### config.mk
export PLATFORM = sky130hd
export DESIGN_NAME = cpu_decode
export DESIGN_NICKNAME = d
export VERILOG_FILES = /design/src/rtl/cpu_pkg.sv /design/src/rtl/cpu_decode_imm.sv /design/src/rtl/cpu_decode.sv
export SDC_FILE = /design/constraint.sdc
export NUM_CORES = 1
export LEC_CHECK = 0
export CAP_MARGIN = 15
export CORE_ASPECT_RATIO = 1.4
export CORE_MARGIN = 2
export CORE_UTILIZATION = 45
export CTS_CLUSTER_SIZE = 30
export DETAILED_ROUTE_END_ITERATION = 8
export PLACE_DENSITY = 0.75
export SLEW_MARGIN = 20
export SYNTH_ARGS = -nofsm -noshare
export SYNTH_HDL_FRONTEND = slang
export SYNTH_HIERARCHICAL = 1
export SYNTH_SLANG_ARGS = --single-unit
### constraint.sdc
create_clock -name i_clock -period 10.6 [get_ports i_clock]
set_input_delay 1.59 -clock i_clock [delete_from_list [all_inputs] [get_ports i_clock]]
set_output_delay 1.59 -clock i_clock [all_outputs]
set_load 0.02 [all_outputs]
### src/rtl/cpu_pkg.sv
// Shared decode definitions: operation classes, immediate formats,
// RV32I major opcodes and the decode FSM state type.
package cpu_pkg;

  typedef enum logic [3:0] {
    CLS_NOP    = 4'd0,
    CLS_OP     = 4'd1,
    CLS_OP_IMM = 4'd2,
    CLS_LOAD   = 4'd3,
    CLS_STORE  = 4'd4,
    CLS_BRANCH = 4'd5,
    CLS_JAL    = 4'd6,
    CLS_JALR   = 4'd7,
    CLS_LUI    = 4'd8,
    CLS_AUIPC  = 4'd9,
    CLS_SYSTEM = 4'd10,
    CLS_FENCE  = 4'd11
  } op_class_t;

  typedef enum logic [2:0] {
    FMT_R = 3'd0,
    FMT_I = 3'd1,
    FMT_S = 3'd2,
    FMT_B = 3'd3,
    FMT_U = 3'd4,
    FMT_J = 3'd5
  } imm_fmt_t;

  typedef enum logic [1:0] {
    S_IDLE  = 2'd0,
    S_READ  = 2'd1,
    S_LATCH = 2'd2,
    S_VALID = 2'd3
  } dec_state_t;

  localparam logic [6:0] OPC_OP     = 7'b0110011;
  localparam logic [6:0] OPC_OP_IMM = 7'b0010011;
  localparam logic [6:0] OPC_LOAD   = 7'b0000011;
  localparam logic [6:0] OPC_STORE  = 7'b0100011;
  localparam logic [6:0] OPC_BRANCH = 7'b1100011;
  localparam logic [6:0] OPC_JAL    = 7'b1101111;
  localparam logic [6:0] OPC_JALR   = 7'b1100111;
  localparam logic [6:0] OPC_LUI    = 7'b0110111;
  localparam logic [6:0] OPC_AUIPC  = 7'b0010111;
  localparam logic [6:0] OPC_SYSTEM = 7'b1110011;
  localparam logic [6:0] OPC_FENCE  = 7'b0001111;

endpackage

### src/rtl/cpu_decode_imm.sv
// Combinational RV32I immediate generator; shared with the branch predictor.
module cpu_decode_imm
  import cpu_pkg::*;
(
  input  logic [31:0] i_instruction,
  input  imm_fmt_t    i_fmt,
  output logic [31:0] o_imm
);

  // Opcode bits never contribute to an immediate.
  logic w_unused_opcode;
  assign w_unused_opcode = ^i_instruction[6:0];

  // Select and sign-extend the immediate bits for the given format.
  always_comb begin
    o_imm = 32'd0;
    case (i_fmt)
      FMT_I: o_imm = {{20{i_instruction[31]}}, i_instruction[31:20]};
      FMT_S: o_imm = {{20{i_instruction[31]}}, i_instruction[31:25], i_instruction[11:7]};
      FMT_B: o_imm = {{19{i_instruction[31]}}, i_instruction[31], i_instruction[7],
                      i_instruction[30:25], i_instruction[11:8], 1'b0};
      FMT_U: o_imm = {i_instruction[31:12], 12'd0};
      FMT_J: o_imm = {{11{i_instruction[31]}}, i_instruction[31], i_instruction[19:12],
                      i_instruction[20], i_instruction[30:21], 1'b0};
      default: o_imm = 32'd0;
    endcase
  end

endmodule

### src/rtl/cpu_decode.sv
// RV32I decode stage with a one-entry skid buffer toward fetch.
// Optional macro DECODE_ILLEGAL_TRAP_EN adds the o_illegal output.
module cpu_decode
  import cpu_pkg::*;
#(
  parameter logic [31:0] RESET_PC = 32'h0
)
(
  input  logic        i_clock,
  input  logic        i_reset,
  input  logic        i_fetch_ready,
  input  logic [31:0] i_fetch_instruction,
  input  logic [31:0] i_fetch_pc,
  output logic        o_fetch_stall,
  input  logic        i_flush,
  output logic [4:0]  o_rs1_addr,
  output logic [4:0]  o_rs2_addr,
  input  logic [31:0] i_rs1_data,
  input  logic [31:0] i_rs2_data,
  output logic        o_valid,
  input  logic        i_execute_ready,
  output logic [3:0]  o_op,
  output logic [2:0]  o_funct3,
  output logic        o_funct7b5,
  output logic [4:0]  o_rd,
  output logic [31:0] o_rs1_data,
  output logic [31:0] o_rs2_data,
  output logic [31:0] o_imm,
  output logic [31:0] o_pc,
  output logic [31:0] o_instruction,
  output logic        o_overflow
`ifdef DECODE_ILLEGAL_TRAP_EN
  ,
  output logic        o_illegal
`endif
);

  dec_state_t  r_state, w_state_nxt;
  logic [31:0] r_work_instr, r_work_pc, r_buf_instr, r_buf_pc;
  logic        r_buf_vld, r_valid, r_overflow;
  op_class_t   r_op, w_op;
  imm_fmt_t    w_fmt;
  logic [2:0]  r_funct3;
  logic        r_funct7b5, w_has_rd, w_illegal, w_accept;
  logic [4:0]  r_rd, w_rd;
  logic [31:0] r_rs1_data, r_rs2_data, r_imm, r_pc, r_instr, w_imm;
  logic        w_work_ld, w_work_from_buf, w_buf_ld, w_buf_clr;
  logic        w_out_ld, w_valid_clr, w_ovf_set;

  assign w_accept      = r_valid && i_execute_ready;
  assign o_fetch_stall = r_buf_vld;
  assign o_rs1_addr    = r_work_instr[19:15];
  assign o_rs2_addr    = r_work_instr[24:20];

  // State register.
  always_ff @(posedge i_clock or posedge i_reset) begin
    if (i_reset) r_state <= S_IDLE;
    else         r_state <= w_state_nxt;
  end

  // Next state and datapath load controls; flush overrides everything.
  always_comb begin
    w_state_nxt     = r_state;
    w_work_ld       = 1'b0;
    w_work_from_buf = 1'b0;
    w_buf_ld        = 1'b0;
    w_buf_clr       = 1'b0;
    w_out_ld        = 1'b0;
    w_valid_clr     = 1'b0;
    w_ovf_set       = 1'b0;
    if (i_flush) begin
      w_buf_clr   = 1'b1;
      w_valid_clr = 1'b1;
      if (i_fetch_ready) begin
        w_work_ld   = 1'b1;
        w_state_nxt = S_READ;
      end else begin
        w_state_nxt = S_IDLE;
      end
    end else begin
      case (r_state)
        S_IDLE: if (i_fetch_ready) begin
          w_work_ld   = 1'b1;
          w_state_nxt = S_READ;
        end
        S_READ:  w_state_nxt = S_LATCH;
        S_LATCH: begin
          w_out_ld    = 1'b1;
          w_state_nxt = S_VALID;
        end
        S_VALID: if (w_accept) begin
          w_valid_clr = 1'b1;
          if (r_buf_vld) begin
            w_work_ld       = 1'b1;
            w_work_from_buf = 1'b1;
            w_buf_clr       = 1'b1;
            w_state_nxt     = S_READ;
          end else if (i_fetch_ready) begin
            w_work_ld   = 1'b1;
            w_state_nxt = S_READ;
          end else begin
            w_state_nxt = S_IDLE;
          end
        end
        default: w_state_nxt = S_IDLE;
      endcase
      // A busy stage parks the strobe in the buffer; a buffer freed by the
      // same-edge accept can take it, otherwise it is dropped and flagged.
      if (i_fetch_ready && (r_state != S_IDLE) &&
          !((r_state == S_VALID) && w_accept && !r_buf_vld)) begin
        if (!r_buf_vld || ((r_state == S_VALID) && w_accept)) w_buf_ld  = 1'b1;
        else                                                  w_ovf_set = 1'b1;
      end
    end
  end

  // Classify the work instruction; illegal encodings collapse to NOP, rd=0.
  always_comb begin
    w_op      = CLS_NOP;
    w_fmt     = FMT_R;
    w_has_rd  = 1'b0;
    w_illegal = 1'b0;
    case (r_work_instr[6:0])
      OPC_OP: begin
        if ((r_work_instr[31:25] == 7'b0000000) || (r_work_instr[31:25] == 7'b0100000)) begin
          w_op     = CLS_OP;
          w_has_rd = 1'b1;
        end else begin
          w_illegal = 1'b1;
        end
      end
      OPC_OP_IMM: begin w_op = CLS_OP_IMM; w_fmt = FMT_I; w_has_rd = 1'b1; end
      OPC_LOAD:   begin w_op = CLS_LOAD;   w_fmt = FMT_I; w_has_rd = 1'b1; end
      OPC_STORE:  begin w_op = CLS_STORE;  w_fmt = FMT_S; end
      OPC_BRANCH: begin w_op = CLS_BRANCH; w_fmt = FMT_B; end
      OPC_JAL:    begin w_op = CLS_JAL;    w_fmt = FMT_J; w_has_rd = 1'b1; end
      OPC_JALR:   begin w_op = CLS_JALR;   w_fmt = FMT_I; w_has_rd = 1'b1; end
      OPC_LUI:    begin w_op = CLS_LUI;    w_fmt = FMT_U; w_has_rd = 1'b1; end
      OPC_AUIPC:  begin w_op = CLS_AUIPC;  w_fmt = FMT_U; w_has_rd = 1'b1; end
      OPC_SYSTEM: begin w_op = CLS_SYSTEM; w_fmt = FMT_I; w_has_rd = 1'b1; end
      OPC_FENCE:  begin w_op = CLS_FENCE;  w_fmt = FMT_I; end
      default:    w_illegal = 1'b1;
    endcase
    if (r_work_instr[1:0] != 2'b11) w_illegal = 1'b1;
    if (w_illegal) begin
      w_op     = CLS_NOP;
      w_fmt    = FMT_R;
      w_has_rd = 1'b0;
    end
  end

  assign w_rd = w_has_rd ? r_work_instr[11:7] : 5'd0;

  cpu_decode_imm u_imm (
    .i_instruction (r_work_instr),
    .i_fmt         (w_fmt),
    .o_imm         (w_imm)
  );

  // Work register, skid buffer and sticky overflow flag.
  always_ff @(posedge i_clock or posedge i_reset) begin
    if (i_reset) begin
      r_work_instr <= 32'd0;
      r_work_pc    <= 32'd0;
      r_buf_instr  <= 32'd0;
      r_buf_pc     <= 32'd0;
      r_buf_vld    <= 1'b0;
      r_overflow   <= 1'b0;
    end else begin
      if (w_work_ld) begin
        r_work_instr <= w_work_from_buf ? r_buf_instr : i_fetch_instruction;
        r_work_pc    <= w_work_from_buf ? r_buf_pc    : i_fetch_pc;
      end
      if (w_buf_ld) begin
        r_buf_instr <= i_fetch_instruction;
        r_buf_pc    <= i_fetch_pc;
        r_buf_vld   <= 1'b1;
      end else if (w_buf_clr) begin
        r_buf_vld <= 1'b0;
      end
      if (w_ovf_set) r_overflow <= 1'b1;
    end
  end

  // Decoded packet register, held stable while waiting for execute.
  always_ff @(posedge i_clock or posedge i_reset) begin
    if (i_reset) begin
      r_valid    <= 1'b0;
      r_op       <= CLS_NOP;
      r_funct3   <= 3'd0;
      r_funct7b5 <= 1'b0;
      r_rd       <= 5'd0;
      r_rs1_data <= 32'd0;
      r_rs2_data <= 32'd0;
      r_imm      <= 32'd0;
      r_pc       <= RESET_PC;
      r_instr    <= 32'd0;
    end else if (w_out_ld) begin
      r_valid    <= 1'b1;
      r_op       <= w_op;
      r_funct3   <= r_work_instr[14:12];
      r_funct7b5 <= r_work_instr[30];
      r_rd       <= w_rd;
      r_rs1_data <= (o_rs1_addr == 5'd0) ? 32'd0 : i_rs1_data;
      r_rs2_data <= (o_rs2_addr == 5'd0) ? 32'd0 : i_rs2_data;
      r_imm      <= w_imm;
      r_pc       <= r_work_pc;
      r_instr    <= r_work_instr;
    end else if (w_valid_clr) begin
      r_valid <= 1'b0;
    end
  end

`ifdef DECODE_ILLEGAL_TRAP_EN
  logic r_illegal;

  // Illegal flag travels with the packet.
  always_ff @(posedge i_clock or posedge i_reset) begin
    if (i_reset)       r_illegal <= 1'b0;
    else if (w_out_ld) r_illegal <= w_illegal;
  end

  assign o_illegal = r_illegal;
`endif

  assign o_valid       = r_valid;
  assign o_op          = r_op;
  assign o_funct3      = r_funct3;
  assign o_funct7b5    = r_funct7b5;
  assign o_rd          = r_rd;
  assign o_rs1_data    = r_rs1_data;
  assign o_rs2_data    = r_rs2_data;
  assign o_imm         = r_imm;
  assign o_pc          = r_pc;
  assign o_instruction = r_instr;
  assign o_overflow    = r_overflow;

endmodule

==> flow_summary.ini, run 1 <==
[timing]
slew-limit-headroom_pct = 33.33
fmax_mhz = 234.3
rsz0062_at_grt = no
finalCriticalPeriod_ps = 4267
worst_slew_pin_slew_ps = 1000
hold_viol_final = 0
tns_ps = 0
post-route-period-util_pct = 40.26
skew_ps = 17.48
finalSetupViolCount = 0
drv_slew = 0
whs_ps = 461.1

[yosys]
yosysWarnings = 6
synth_top_cell_by_area = dfrtp_1
synth_edf_count = 0
ys_seq_area_share_pct = 58.48
synth_cell_type_count = 51
synthFlopType = dfrtp_1
yosysTopAreaCellShare_pct = 58.48
syn_area_sq_mm = 0.01292
synth_area_per_cell_sq_um = 11.82
synthArstFlopShare_pct = 100.0
synth_seq_cells = 302
synth.net_count = 1229
synth_cells = 1093
synth_area_leaders = dfrtp_1, mux2_2, nand2_1

[final_layout]
regArea_sq_mm = 0.007557
drive_gt1_share_pct = 18.64
finalInstanceArea_sq_mm = 0.01736
area.growth.synth_to_final_pct = 34.36
nFillCells = 2261
num-nets-final = 1509
multi_input_area_sq_mm = 0.004911

[clock_network]
cts_buffer_depth = 3
clk_latency_ps = 560
cts_resized = 0
htree_levels = 1
clock_sinks = 302
cts_buffers = 30
clockRootBuffer = clkbuf_16
clk_pin_slew_ps = 60
post-cts-setup-buffer-count = 0
cts_tree = yes
cts-hold-fix-buffers = 0

[global_route]
antenna_found_initial = 5
grt_max_degree = 161
gr-total-overflow = 0
grt_pass1_vias = 9287
grt_use_total_pct = 21.07
grt_pass1_wl_microns = 50890

[critical_path]
critPathTopFamily = buffers and inverters
required_ps = 11020
endpoint_kind = flop
criticalPathCategory = in -> reg
cp_max_fo = 95
slowest_delay_ps = 910
path_cells = clkdlybuf4s50_1, nand2b_4, buf_4, a21oi_2, buf_4, a22o_1
cp_slowest_cell = buf_4
critPathArrivalTime_ps = 4690
startpoint_type = input pin
crit_top_cell = buf_4
worst-path-buf-inv = 3

[floorplan]
num_rows = 73
fp.dieH_microns = 204.5
die_w_microns = 147.2
ios = 319
core_sq_mm = 0.02831
dieArea_sq_mm = 0.03011
start_util_pct = 45.64

[placement]
place_area_sq_mm = 0.01628
dp_hpwl_microns = 22160
port_buffers = 318
gp_congestion = 0.7762

[route]
ant_nets = 0
wl_per_cell_microns = 18.40
routed_via_density = 5.237
vias = 9285
drc = 0
wl_microns = 32620
drt-initial-drc-count = 453
first_pass_iters = 5

[flow_run]
cap_violations = 0

[status]
status = complete, no violations

[power_and_ir_drop]
leakagePower_uw = 0.007736
powerDensity_mw_per_mm2 = 287.1
peakVddDrop_mv = 0.1555

[worst_hold_path]
min_path_type = reg -> reg
[per-stage QoR]
step           worst slack [ps]  instances  total power [uW]  utilization [%]
6_report                   6333       1773              4985            61.32
5_1_grt                    6156       1773              5256            61.32
3_5_place_dp               5761       1715              3914            57.48
2_1_floorplan             664.1       1093              3039                -
4_1_cts                    6347       1769              5041            61.20
3_3_place_gp               5822       1715              3859            57.48
[final timing paths]
| check | from | endpoint | slack (ps) | cells after the start |
|---|---|---|---|---|
| min in group asynchronous | i_reset | o_rs1_data[16] | 1420 | 2 |
| min reg2reg | r_work_pc[0] | o_pc[0] | 460 | 2 |
| max | i_flush | o_rs2_data[29] | 6330 | 6 |
| min | r_work_pc[0] | o_pc[0] | 460 | 2 |
| max in group asynchronous | i_reset | r_buf_pc[11] | 7450 | 4 |
| max reg2reg | r_state[0] | o_rs2_data[29] | 7500 | 7 |
[sequential cells by signal, summed over array words and instances, names as in the netlist, 30 cells and up]
register       flops
r_work_instr      32
o_rs1_data        32
r_buf_instr       32
o_instruction     30
r_work_pc         32
o_imm             32
o_pc              32
o_rs2_data        32
r_buf_pc          32
[cell families (layout without fill, tap and decap cells)]
family | Yosys count | after routing | share of synthesized area (%)
other cells | 0 | 3 | 0
simple gates | 376 | 376 | 12.67
compound gates | 124 | 124 | 7.843
fa+ha+maj | 3 | 3 | 0.2905
buf+inv | 93 | 395 | 3.815
xor+xnor | 1 | 1 | 0.06779
flops | 302 | 302 | 58.48
mux | 194 | 194 | 16.83
[per-layer routing]
metal / vias up / global-route usage (%) / wire [microns]
met5: - / 0 / 33
met1: 4663 / 26.43 / 13130
met4: 4 / 7.933 / 1094
met3: 60 / 3.586 / 1512
met2: 244 / 36.60 / 16860
li1: 4314 / - / -
[placed cells by master (no fill, tap or decap), types with 3 or more instances in the layout]
cell type and count:
clkdlybuf4s50_1 318, dfrtp_1 302, nand2_1 301, mux2_2 182
a22o_1 67, clkbuf_16 31, buf_4 13, nand3_1 12
clkbuf_8 12, nand4bb_1 12, nor2_1 11, a21oi_1 9
nand2b_1 9, o2bb2ai_1 9, mux2i_1 8, inv_1 7
o21ai_0 6, a21boi_0 6, a22oi_1 5, nand3b_1 5
mux2_1 4, o31ai_1 4, nor3_1 4, nor2b_1 4
clkinv_2 4, diode_2 3, a31oi_1 3, ha_1 3
[synthesized netlist by cell type, drive strengths merged, types with 3 or more instances]
master,n
a22oi,5
nand4bb,12
ha,3
nand2b,10
clkbuf,36
inv,8
o31ai,4
nand2,301
nor3,4
nor4,3
mux2,186
o21ai,6
o2bb2ai,9
nand3b,5
nor2,12
a21boi,6
nand3,12
buf,49
a31oi,3
mux2i,8
dfrtp,302
nor2b,6
a21oi,11
a22o,67
[worst reg2reg max path, delay by kind of cell, from the launching register on]
kind,cells,cell delay (ps)
AND/OR/NAND/NOR,1,750
adder cells (fa/ha/maj),1,250
flip-flops,1,410
AO/OA/AOI/OAI,2,280
buffers and inverters,3,1280
[layout make-up]
class                      instances  area share [%]
multi-input combinational        698           28.28
timing repair buffer             333           19.17
clock inverter                     9          0.5981
clock buffer                      45           5.462
antenna                            3         0.04324
inverter                           8          0.2162
tap                              375           2.702
sequential                       302           43.53
[where the power goes]
group / switching (uW) / internal (uW) / total, uW
clock: 437 / 663 / 1100
combinational: 938 / 964 / 1900
sequential: 334 / 1650 / 1980
(Power assumes the default switching activity.)
==> run 2, diff against run 1 <==
==> constraint.sdc (replaced) <==
create_clock -name i_clock -period 3.45 [get_ports i_clock]
set_input_delay 0.5175 -clock i_clock [delete_from_list [all_inputs] [get_ports i_clock]]
set_output_delay 0.5175 -clock i_clock [all_outputs]
set_load 0.02 [all_outputs]
==> flow_summary.ini, run 2 (synthesis gave the netlist of run 1 again) <==
[status]
status = complete, no violations

[global_route]
grt_use_total_pct = 21.85
grt_max_degree = 127
grt_pass1_wl_microns = 52650
antenna_found_initial = 3
gr-total-overflow = 0
grt_pass1_vias = 9594

[critical_path]
criticalPathCategory = reg -> reg
cp-endpoint = o_imm[29]
cp_slowest_cell = dfrtp_1
worstSetupStartpoint = r_work_instr[5]
reg2reg_depth = 9
endpoint_kind = flop
cp_max_fo = 22
required_ps = 3940
startpoint_type = flop
path_cells = nor2_1, a21oi_1, o21a_1, nor2_1, buf_4, nand3b_1, nand3_1, nand2_1, nand2_1
critPathArrivalTime_ps = 2850
slowest_delay_ps = 510
regToRegStartpoint = r_work_instr[5]
r2r_end = o_imm[29]
rrSetupSlack_ps = 1090

[route]
routed_via_density = 5.238
drt-initial-drc-count = 485
drc = 0
ant_nets = 0
vias = 9328
first_pass_iters = 4
wl_per_cell_microns = 18.63
wl_microns = 33190

[timing]
hold_viol_final = 0
post-route-period-util_pct = 68.41
finalSetupViolCount = 0
finalCriticalPeriod_ps = 2360
drv_slew = 0
whs_ps = 241.1
rsz0062_at_grt = no
fmax_mhz = 423.7
skew_ps = 15.13
slew-limit-headroom_pct = 50.02
tns_ps = 0
worst_slew_pin_slew_ps = 749.7

[floorplan]
dieArea_sq_mm = 0.03011
core_sq_mm = 0.02831
fp.dieH_microns = 204.5
ios = 319
num_rows = 73
die_w_microns = 147.2
start_util_pct = 45.64

[power_and_ir_drop]
peakVddDrop_mv = 0.4482
leakagePower_uw = 0.007756
powerDensity_mw_per_mm2 = 875.3

[flow_run]
cap_violations = 0

[clock_network]
clock_sinks = 302
cts_resized = 0
clk_pin_slew_ps = 60
htree_levels = 1
post-cts-setup-buffer-count = 0
cts_tree = yes
cts_buffer_depth = 3
clk_latency_ps = 560
cts-hold-fix-buffers = 0
clockRootBuffer = clkbuf_16
cts_buffers = 31

[worst_hold_path]
min_path_type = in -> async

[placement]
port_buffers = 318
dp_hpwl_microns = 23010
dp_cells = 1725
gp_congestion = 0.8153

[final_layout]
final_cells = 1781
fin_util_pct = 61.48
area.growth.synth_to_final_pct = 34.70
final_common_cell = clkdlybuf4s50_1
num-nets-final = 1519
drive_gt1_share_pct = 18.56
diodes = 0
layout_common_cells = clkdlybuf4s50_1, dfrtp_1, nand2_1
-- run 2: per-stage QoR --
| step | total power [uW] | setup WS [ps] | area (sq um) |
|---|---|---|---|
| floorplan | 9337 | -1083 | 12930 |
| global placement | 11900 | 748.3 | 16420 |
| detailed placement | 12070 | 721.9 | 16420 |
| CTS | 15390 | 1097 | 17410 |
| global route | 16080 | 872.6 | 17410 |
| finish | 15240 | 1090 | 17410 |
-- run 2: worst max-delay path, delay by kind of cell, from the launching register on --
family	cells	cell delay, ps
AO/OA/AOI/OAI	2	340
buffers and inverters	1	280
flip-flops	1	510
AND/OR/NAND/NOR	6	1180
-- run 2: routing by layer --
layer  track usage [%]  routed length (microns)  share of wire (%)
met5                 0                       41               0.12
met2             37.77                    16870                 51
met4             8.104                     1253                3.8
met3             4.254                     1736                5.2
met1             27.29                    13280                 40
-- run 2: how the worst min path moves through the flow --
| stage | to | slack, ps |
|---|---|---|
| 2_1_floorplan | o_pc[31] | 430 |
| 3_3_place_gp | o_pc[0] | 450 |
| 3_5_place_dp | o_pc[15] | 460 |
| 4_1_cts | o_imm[13] | 220 |
| 5_1_grt | o_imm[13] | 260 |
| 6_report | o_imm[13] | 240 |
-- run 2: cell type report --
class,count,area [sq um]
clock buffers,51,930.9
clock inverters,5,53.80
fillers,2248,10910
inverters,8,33.78
multi-input cells,698,4911
flip-flops and latches,302,7557
well taps,375,469.2
repair buffers,342,3451
-- run 2: power by group --
group          switching (uW)  internal (uW)  leakage [uW]
Combinational            2890           2990       0.00354
Clock                    1360           1900      0.000484
Sequential               1030           5070       0.00374
Total                    5270           9960       0.00776
==> run 3, diff against run 2 <==
--- a/config.mk
+++ b/config.mk
@@ -11,7 +11,7 @@
 export CORE_UTILIZATION = 45
 export CTS_CLUSTER_SIZE = 30
 export DETAILED_ROUTE_END_ITERATION = 8
-export PLACE_DENSITY = 0.75
+export PLACE_DENSITY = 0.72
 export SLEW_MARGIN = 20
 export SYNTH_ARGS = -nofsm -noshare
 export SYNTH_HDL_FRONTEND = slang
==> constraint.sdc (replaced) <==
create_clock -name i_clock -period 2.3 [get_ports i_clock]
set_input_delay 0.345 -clock i_clock [delete_from_list [all_inputs] [get_ports i_clock]]
set_output_delay 0.345 -clock i_clock [all_outputs]
set_load 0.02 [all_outputs]
==> flow_summary.ini, run 3 (synthesis gave the netlist of run 1 again) <==
[global_route]
grt_max_degree = 61
grt_busiest_layer = met2
use_met2_pct = 38.73
use_met3_pct = 3.786
antenna_found_initial = 3
grt_pass1_vias = 9654
grt_pass1_wl_microns = 53200
use_met1_pct = 27.37
grt_use_total_pct = 22.19
gr-total-overflow = 0

[clock_network]
clk_latency_ps = 560
htree_levels = 1
cts_tree = yes
clk_pin_slew_ps = 60
cts_buffer_depth = 3
clock_sinks = 302
clockRootBuffer = clkbuf_16
cts_buffers = 30

[placement]
gp_congestion = 0.7998
dp_hpwl_microns = 24080
pre_cts_ws_ps = -106.3
dp_cells = 1749
port_buffers = 318

[floorplan]
num_rows = 73
fp.dieH_microns = 204.5
die_w_microns = 147.2
start_util_pct = 45.64
dieArea_sq_mm = 0.03011
core_sq_mm = 0.02831
ios = 319

[critical_path]
r2r_end = r_work_instr[21]
criticalPathCategory = reg -> reg
regToRegStartpoint = r_state[1]
rrSetupSlack_ps = 130
critPathArrivalTime_ps = 2610
cp_max_fo = 19
reg2reg_depth = 7
endpoint_kind = flop
startpoint_type = flop
required_ps = 2740

[route]
wl_microns = 34000
wl_per_cell_microns = 18.81
drt-initial-drc-count = 510
first_pass_iters = 7
drc = 0
routed_via_density = 5.216
ant_nets = 0
vias = 9426

[timing]
setup_slack_ps = 127.8
drv_slew = 0
skew_ps = 10.69
whs_ps = 128.2
worst_slew_pin_slew_ps = 531.2
finalCriticalPeriod_ps = 2172
slew-limit-headroom_pct = 64.59
fmax_mhz = 460.4
post-route-period-util_pct = 94.44
finalSetupViolCount = 0
hold_viol_final = 0
rsz0062_at_grt = no

[final_layout]
final_cells = 1807
num-nets-final = 1543
fin_util_pct = 63.00
layout_common_cells = clkdlybuf4s50_1, nand2_1, dfrtp_1
final_common_cell = clkdlybuf4s50_1
drive_gt1_share_pct = 20.57
multi_input_area_sq_mm = 0.004913
nFillCells = 2241
area.growth.synth_to_final_pct = 38.03
regArea_sq_mm = 0.007559

[status]
status = complete, no violations

[worst_hold_path]
min_path_type = in -> async

[flow_run]
cap_violations = 0

[power_and_ir_drop]
peakVddDrop_mv = 0.6608
leakagePower_uw = 0.007968
powerDensity_mw_per_mm2 = 1313
## run 3: cell types whose count changed in the layout (fill, tap and decap cells not counted), sizes merged
cell / change
bufinv: +3
clkinv: +3
clkbuf: -8
buf: +25
diode: +3
## run 3: worst max-delay path: stages, from the launching register on
cell,delay [ps]
dfrtp_1,400
ha_1,240
nand3_1,140
nor3b_2,260
buf_6,200
buf_12,180
mux2_2,340
mux2_1,290
## run 3: cell type report
cell class	count	area share [%]
antenna	3	0.04209
clock buffer	43	5.051
clock inverter	11	0.9049
inverter	8	0.1894
multi-input combinational	698	27.55
sequential	302	42.38
tap	375	2.630
timing repair buffer	367	21.26
## run 3: how the worst max path moves through the flow
stage,to,depth (start not counted),from,slack (ps)
floorplan,o_fetch_stall,1,i_reset,-2060
global placement,r_work_pc[28],7,i_execute_ready,-90
detailed placement,r_work_instr[21],7,i_execute_ready,-110
CTS,r_work_instr[20],7,r_state[1],70
global route,r_work_instr[20],7,r_state[1],20
finish,r_work_instr[21],7,r_state[1],130
## run 3: per-stage QoR
stage | area [sq um] | total power (uW) | setup TNS [ps]
finish | 17840 | 23410 | 0
global route | 17830 | 24650 | 0
floorplan | 12930 | 14010 | -622130
detailed placement | 16750 | 18320 | -3586
CTS | 17810 | 23650 | 0
global placement | 16750 | 18090 | -2111
## run 3: what timing repair did
action / in CTS / in global routing
buffers inserted: 0 / 1
gates resized for setup: 0 / 3
endpoints found under the setup margin: 0 / 13
hold buffers: 0 / 0
## run 3: where the power goes
part	switching (uW)	total [uW]	internal, uW	leakage [uW]
sequential	1470	9070	7600	0.00373
clock	2060	5220	3160	0.000530
combinational	4470	9120	4640	0.00370
total	8010	23400	15400	0.00797
## run 3: per-layer routing
layer,share of wire (%),routed length (microns),vias to the layer above
met5,0,0,-
met4,3.6,1224,0
met3,5.0,1711,71
met2,51,17430,274
met1,40,13630,4693
li1,-,-,4388
